<file path="src/rtl/fwd_hazard_unit.sv">
// -----------------------------------------------------------------------------
// fwd_hazard_unit
//   Forwarding and load-use hazard unit for the pipelined MIPS core.
//   Computes a registered per-port EX operand forward select and a
//   combinational one-cycle load-use stall controlled by a RUN/BUBBLE FSM.
//
//   Optional feature macro: FWD_STATS_EN
//     defined   -> saturating forward-event and stall-cycle counters
//     undefined -> o_stat_fwd / o_stat_stall tied to zero, no counters built
//
// Ports:
//   clk             core clock, all state updates on posedge
//   rst_n           synchronous active-low reset
//   i_ex_src        EX source register numbers, port i = [i*AW +: AW]
//   i_id_src        ID source register numbers (load-use check)
//   i_ex_rd         EX destination register
//   i_ex_memread    EX instruction is a load
//   i_mem_rd        MEM destination register
//   i_mem_regwrite  MEM instruction writes the register file
//   i_wb_rd         WB destination register
//   i_wb_regwrite   WB instruction writes the register file
//   o_fwd_sel       registered forward select, port i = [2i +: 2]
//                   (00 regfile, 10 from MEM, 01 from WB)
//   o_stall         hold PC and IF/ID, bubble into ID/EX
//   o_stat_fwd      saturating forward-event count (FWD_STATS_EN)
//   o_stat_stall    saturating stall-cycle count (FWD_STATS_EN)
// -----------------------------------------------------------------------------
module fwd_hazard_unit #(
  parameter int AW     = 5,
  parameter int NPORTS = 2,
  parameter int CNTW   = 16
) (
  input  logic                   clk,
  input  logic                   rst_n,
  input  logic [NPORTS*AW-1:0]   i_ex_src,
  input  logic [NPORTS*AW-1:0]   i_id_src,
  input  logic [AW-1:0]          i_ex_rd,
  input  logic                   i_ex_memread,
  input  logic [AW-1:0]          i_mem_rd,
  input  logic                   i_mem_regwrite,
  input  logic [AW-1:0]          i_wb_rd,
  input  logic                   i_wb_regwrite,
  output logic [2*NPORTS-1:0]    o_fwd_sel,
  output logic                   o_stall,
  output logic [CNTW-1:0]        o_stat_fwd,
  output logic [CNTW-1:0]        o_stat_stall
);

  typedef enum logic [0:0] {
    ST_RUN    = 1'b0,
    ST_BUBBLE = 1'b1
  } state_t;

  state_t               r_state;
  logic [2*NPORTS-1:0]  r_fwd_sel;
  logic [2*NPORTS-1:0]  w_fwd_sel_next;
  logic                 w_hazard;
  logic                 w_mem_ok;
  logic                 w_wb_ok;
  logic                 w_load_ok;

  // Producer qualification: a write to register zero is never a real producer.
  always_comb begin
    w_mem_ok  = i_mem_regwrite && (i_mem_rd != {AW{1'b0}});
    w_wb_ok   = i_wb_regwrite  && (i_wb_rd  != {AW{1'b0}});
    w_load_ok = i_ex_memread   && (i_ex_rd  != {AW{1'b0}});
  end

  // Per-port forward select (MEM beats WB as it holds the newer value) and load-use detect.
  always_comb begin
    w_fwd_sel_next = {(2*NPORTS){1'b0}};
    w_hazard       = 1'b0;
    for (int i = 0; i < NPORTS; i++) begin
      if (w_mem_ok && (i_mem_rd == i_ex_src[i*AW +: AW])) begin
        w_fwd_sel_next[2*i +: 2] = 2'b10;
      end else if (w_wb_ok && (i_wb_rd == i_ex_src[i*AW +: AW])) begin
        w_fwd_sel_next[2*i +: 2] = 2'b01;
      end else begin
        w_fwd_sel_next[2*i +: 2] = 2'b00;
      end
      if (w_load_ok && (i_ex_rd == i_id_src[i*AW +: AW])) begin
        w_hazard = 1'b1;
      end else begin
        w_hazard = w_hazard;
      end
    end
  end

  // Forward-select register and RUN/BUBBLE stall FSM.
  always_ff @(posedge clk) begin
    if (!rst_n) begin
      r_state   <= ST_RUN;
      r_fwd_sel <= {(2*NPORTS){1'b0}};
    end else begin
      r_fwd_sel <= w_fwd_sel_next;
      case (r_state)
        ST_RUN:    r_state <= w_hazard ? ST_BUBBLE : ST_RUN;
        ST_BUBBLE: r_state <= ST_RUN;
        default:   r_state <= ST_RUN;
      endcase
    end
  end

  // Stall is same-cycle; BUBBLE masks the hazard so one load stalls at most one cycle.
  always_comb begin
    if (!rst_n) begin
      o_stall = 1'b0;
    end else if (r_state == ST_RUN) begin
      o_stall = w_hazard;
    end else begin
      o_stall = 1'b0;
    end
  end

  assign o_fwd_sel = r_fwd_sel;

`ifdef FWD_STATS_EN
  logic [CNTW-1:0] r_stat_fwd;
  logic [CNTW-1:0] r_stat_stall;

  // Saturating event counters; they stop at all-ones rather than wrapping.
  always_ff @(posedge clk) begin
    if (!rst_n) begin
      r_stat_fwd   <= {CNTW{1'b0}};
      r_stat_stall <= {CNTW{1'b0}};
    end else begin
      if ((|w_fwd_sel_next) && (r_stat_fwd != {CNTW{1'b1}})) begin
        r_stat_fwd <= r_stat_fwd + {{(CNTW-1){1'b0}}, 1'b1};
      end else begin
        r_stat_fwd <= r_stat_fwd;
      end
      if (o_stall && (r_stat_stall != {CNTW{1'b1}})) begin
        r_stat_stall <= r_stat_stall + {{(CNTW-1){1'b0}}, 1'b1};
      end else begin
        r_stat_stall <= r_stat_stall;
      end
    end
  end

  assign o_stat_fwd   = r_stat_fwd;
  assign o_stat_stall = r_stat_stall;
`else
  assign o_stat_fwd   = {CNTW{1'b0}};
  assign o_stat_stall = {CNTW{1'b0}};
`endif

endmodule

</file>
<file path="config.mk">
export PLATFORM = sky130hd
export DESIGN_NAME = fwd_hazard_unit
export DESIGN_NICKNAME = d
export VERILOG_FILES = /design/src/rtl/fwd_hazard_unit.sv
export SDC_FILE = /design/constraint.sdc
export NUM_CORES = 1
export LEC_CHECK = 0
export CAP_MARGIN = 10
export CORE_AREA = 3 3 54 56
export DETAILED_ROUTE_END_ITERATION = 12
export DIE_AREA = 0 0 57 59
export GPL_TIMING_DRIVEN = 0
export PLACE_DENSITY_LB_ADDON = 0.1
export SYNTH_ARGS = -nofsm -noshare
export SYNTH_HDL_FRONTEND = slang
export SYNTH_SLANG_ARGS = --single-unit
</file>
<file path="constraint.sdc">
create_clock -name clk -period 2.77 [get_ports clk]
set_clock_uncertainty 0.15 [all_clocks]
set_input_delay 0.554 -clock clk [delete_from_list [all_inputs] [get_ports clk]]
set_output_delay 0.554 -clock clk [all_outputs]
set_load 0.05 [all_outputs]
</file>
==> flow_summary.toml <==
[sta]
fin_crit_sh = 0.9690
drv_slew = 0
hold_viol_final = 0
timing.fmax_mhz = 372.6
whs_ns = 0.3378
finalSetupViolations = 0
rsz0062_at_grt = "false"
worstMarginPinSlew_ns = 0.5050
final.min_clock_period_ns = 2.684
slew_headroom = 0.6623

[synthesis]
netlist_instances = 92
synth_fa_ha_area_frac = 0
synth_xor_area_frac = 0.3448
synthFlopType = "dfxtp_1"
yosysWarnings = 0
synth_cell_types = 17
synth_top_area_frac = 0.3153
seq_area_frac_synth = 0.1314
synth-compound-area-share = 0.03612
synthMuxAreaShare = 0
synthSimpleGateAreaFrac = 0.1675
synth_seq_cells = 5
synth-edff-count = 0
synthArstFlopShare = 0
ys_top_cells_by_area = "buf_4 32%, xor2_1 23%, dfxtp_1 13%"
synthMostInstantiatedCell = "buf_4"
yosys-top-cells-count = "32 x buf_4, 20 x xor2_1, 10 x xnor2_1"
syn_avg_cell_area_um2 = 8.282
synthesis.area_um2 = 762.0
synth_top_family_by_area = "XOR/XNOR gates"
yosys.area.top_type = "buf_4"

[power]
p_per_area_mw_per_mm2 = 292.2
ir_drop_mv = 0.1380
p_leak_nw = 0.6408

[cts]
cts_tree = "built"
cts-htree-levels = 1
path_clk_slew_ns = 0.04
clk-insertion-delay-late_ns = 0.23
cts.sinks = 5
root_buffer = "clkbuf_4"
ctsHoldBuffers = 0
clk_path_buf_depth = 2
cts_buffers = 3

[worst_setup_path]
startpoint = "i_ex_rd[1]"
max_stage_delay_ns = 0.56
crit_chain = "clkdlybuf4s50_1 > or4_1 > o21ai_2 > a21oi_1 > buf_4"
cp_slowest_cell = "or4_1"
criticalPathCategory = "in2out"
worstSetupStartpointType = "input pin"
critPathArrivalTime_ns = 1.98
rr_startpoint = "r_state"
crit_required_ns = 2.07
reg2reg_slack_ns = 1.96
endpoint_kind = "output port"
r2r-end = "r_state"
cp-endpoint = "o_stall"
reg2reg_depth = 3
worstPathMaxFanout = 3

[floorplan]
coreArea_mm2 = 0.002477
start_util = 0.3076
row_count = 18
fp.dieW_um = 57
io-pin-count = 77
die-area_mm2 = 0.003363
die_h_um = 59

[route]
wl_per_cell_um = 9.403
drtIter0Drc = 23
viasPerCell = 3.766
drt-pass1-iter-count = 2
finalWirelength_mm = 1.890
postRouteAntennaNets = 0
route.detailed.drc = 0
vias = 757

[run_status]
outcome = "finished clean"

[global_routing]
grtUsageTotal = 0.1139
grt_start_max_net_pins = 5
overflow = 0
grt_pass1_wl_mm = 3.022
grt_pass1_vias = 738
antenna_found_initial = 0

[placement]
dp_hpwl_mm = 1.797
portBuffers = 44
place_congestion = 0.8165
placedCellCount = 197

[finish]
n_antenna_cell = 0
layout.cells.non_filler = 201
drive_gt1_frac = 0.2398
areaGrowthSynthToFinish_pct = 81.61
nets = 212

[job]
cap_viol_max_count = 0

[worst_hold_path]
hold_path.class = "reg2reg"
registers in the layout, summed over array words and instances (netlist names):
register / flops
o_fwd_sel: 4
r_state: 1
critical path: cells and delay by family:
family / cells / cell delay, ns
buffers and inverters: 2 / 0.66
AOI/OAI and AO/OA: 2 / 0.21
and+or+nand+nor: 1 / 0.56
through the flow:
step | total power (W) | utilization | setup TNS (ns) | setup slack, ns | cell area, um2
3_5_place_dp | 0.0003237 | 0.5475 | -0.4985 | -0.4985 | 1356
5_1_grt | 0.0004285 | 0.5586 | 0 | 0.003229 | 1384
3_3_place_gp | 0.0003218 | 0.5475 | -0.4759 | -0.4759 | 1356
2_1_floorplan | 0.0002461 | - | 0 | 0.3039 | 878.3
4_1_cts | 0.0004062 | 0.5561 | 0 | 0.0007456 | 1378
6_report | 0.0004044 | 0.5586 | 0 | 0.08582 | 1384
power breakdown:
part	internal [W]	leakage [nW]	total [W]	switching, W
Clock	0.0000542	0.0150	0.0000799	0.0000257
Sequential	0.0000731	0.0403	0.0000733	0.000000213
Combinational	0.000106	0.586	0.000251	0.000145
metal layers:
layer / up-vias / global-route usage / part of all wire
li1: 402 / - / -
met1: 304 / 0.1281 / 0.36
met2: 49 / 0.2023 / 0.50
met3: 2 / 0.03050 / 0.13
met4: 0 / 0.04967 / 0.0048
met5: - / 0 / 0
worst min-delay path by stage:
stage	depth (start not counted)	start	end
floorplan	3	r_state	r_state
global placement	3	r_state	r_state
detailed placement	3	r_state	r_state
CTS	3	r_state	r_state
global route	3	r_state	r_state
finish	3	r_state	r_state
repair_timing:
action	4_1_cts	5_1_grt
buffers inserted	0	0
resized for setup	5	4
setup endpoints to repair	1	1
cloned	0	0
cells in the final DEF (no fill, tap or decap):
cell / instances
nand3_1: 4
o211ai_1: 1
buf_4: 33
clkbuf_4: 3
conb_1: 32
nor3_1: 2
a21oi_1: 2
or4_1: 5
dfxtp_1: 5
clkbuf_1: 1
nor2_1: 1
o21ai_1: 1
nor4_1: 2
xor2_1: 20
xnor2_1: 10
clkdlybuf4s50_1: 43
o21ai_2: 1
and2_2: 2
nor4_2: 2
nand2_1: 1
area by class of cell:
| class | count | area (um2) |
|---|---|---|
| Fill cell | 257 | 1094 |
| Multi-Input combinational cell | 86 | 541.8 |
| Timing Repair Buffer | 44 | 437.9 |
| Buffer | 32 | 240.2 |
| Sequential cell | 5 | 100.1 |
| Tap cell | 30 | 37.54 |
| Clock buffer | 4 | 26.28 |
logic make-up after synthesis:
family,Yosys count
buffers and inverters,32
xor gates and xnor gates,30
and+or+nand+nor,19
AOI/OAI and AO/OA,5
DFF,5
other,1
No activity file was read; power rests on OpenSTA's default activity.
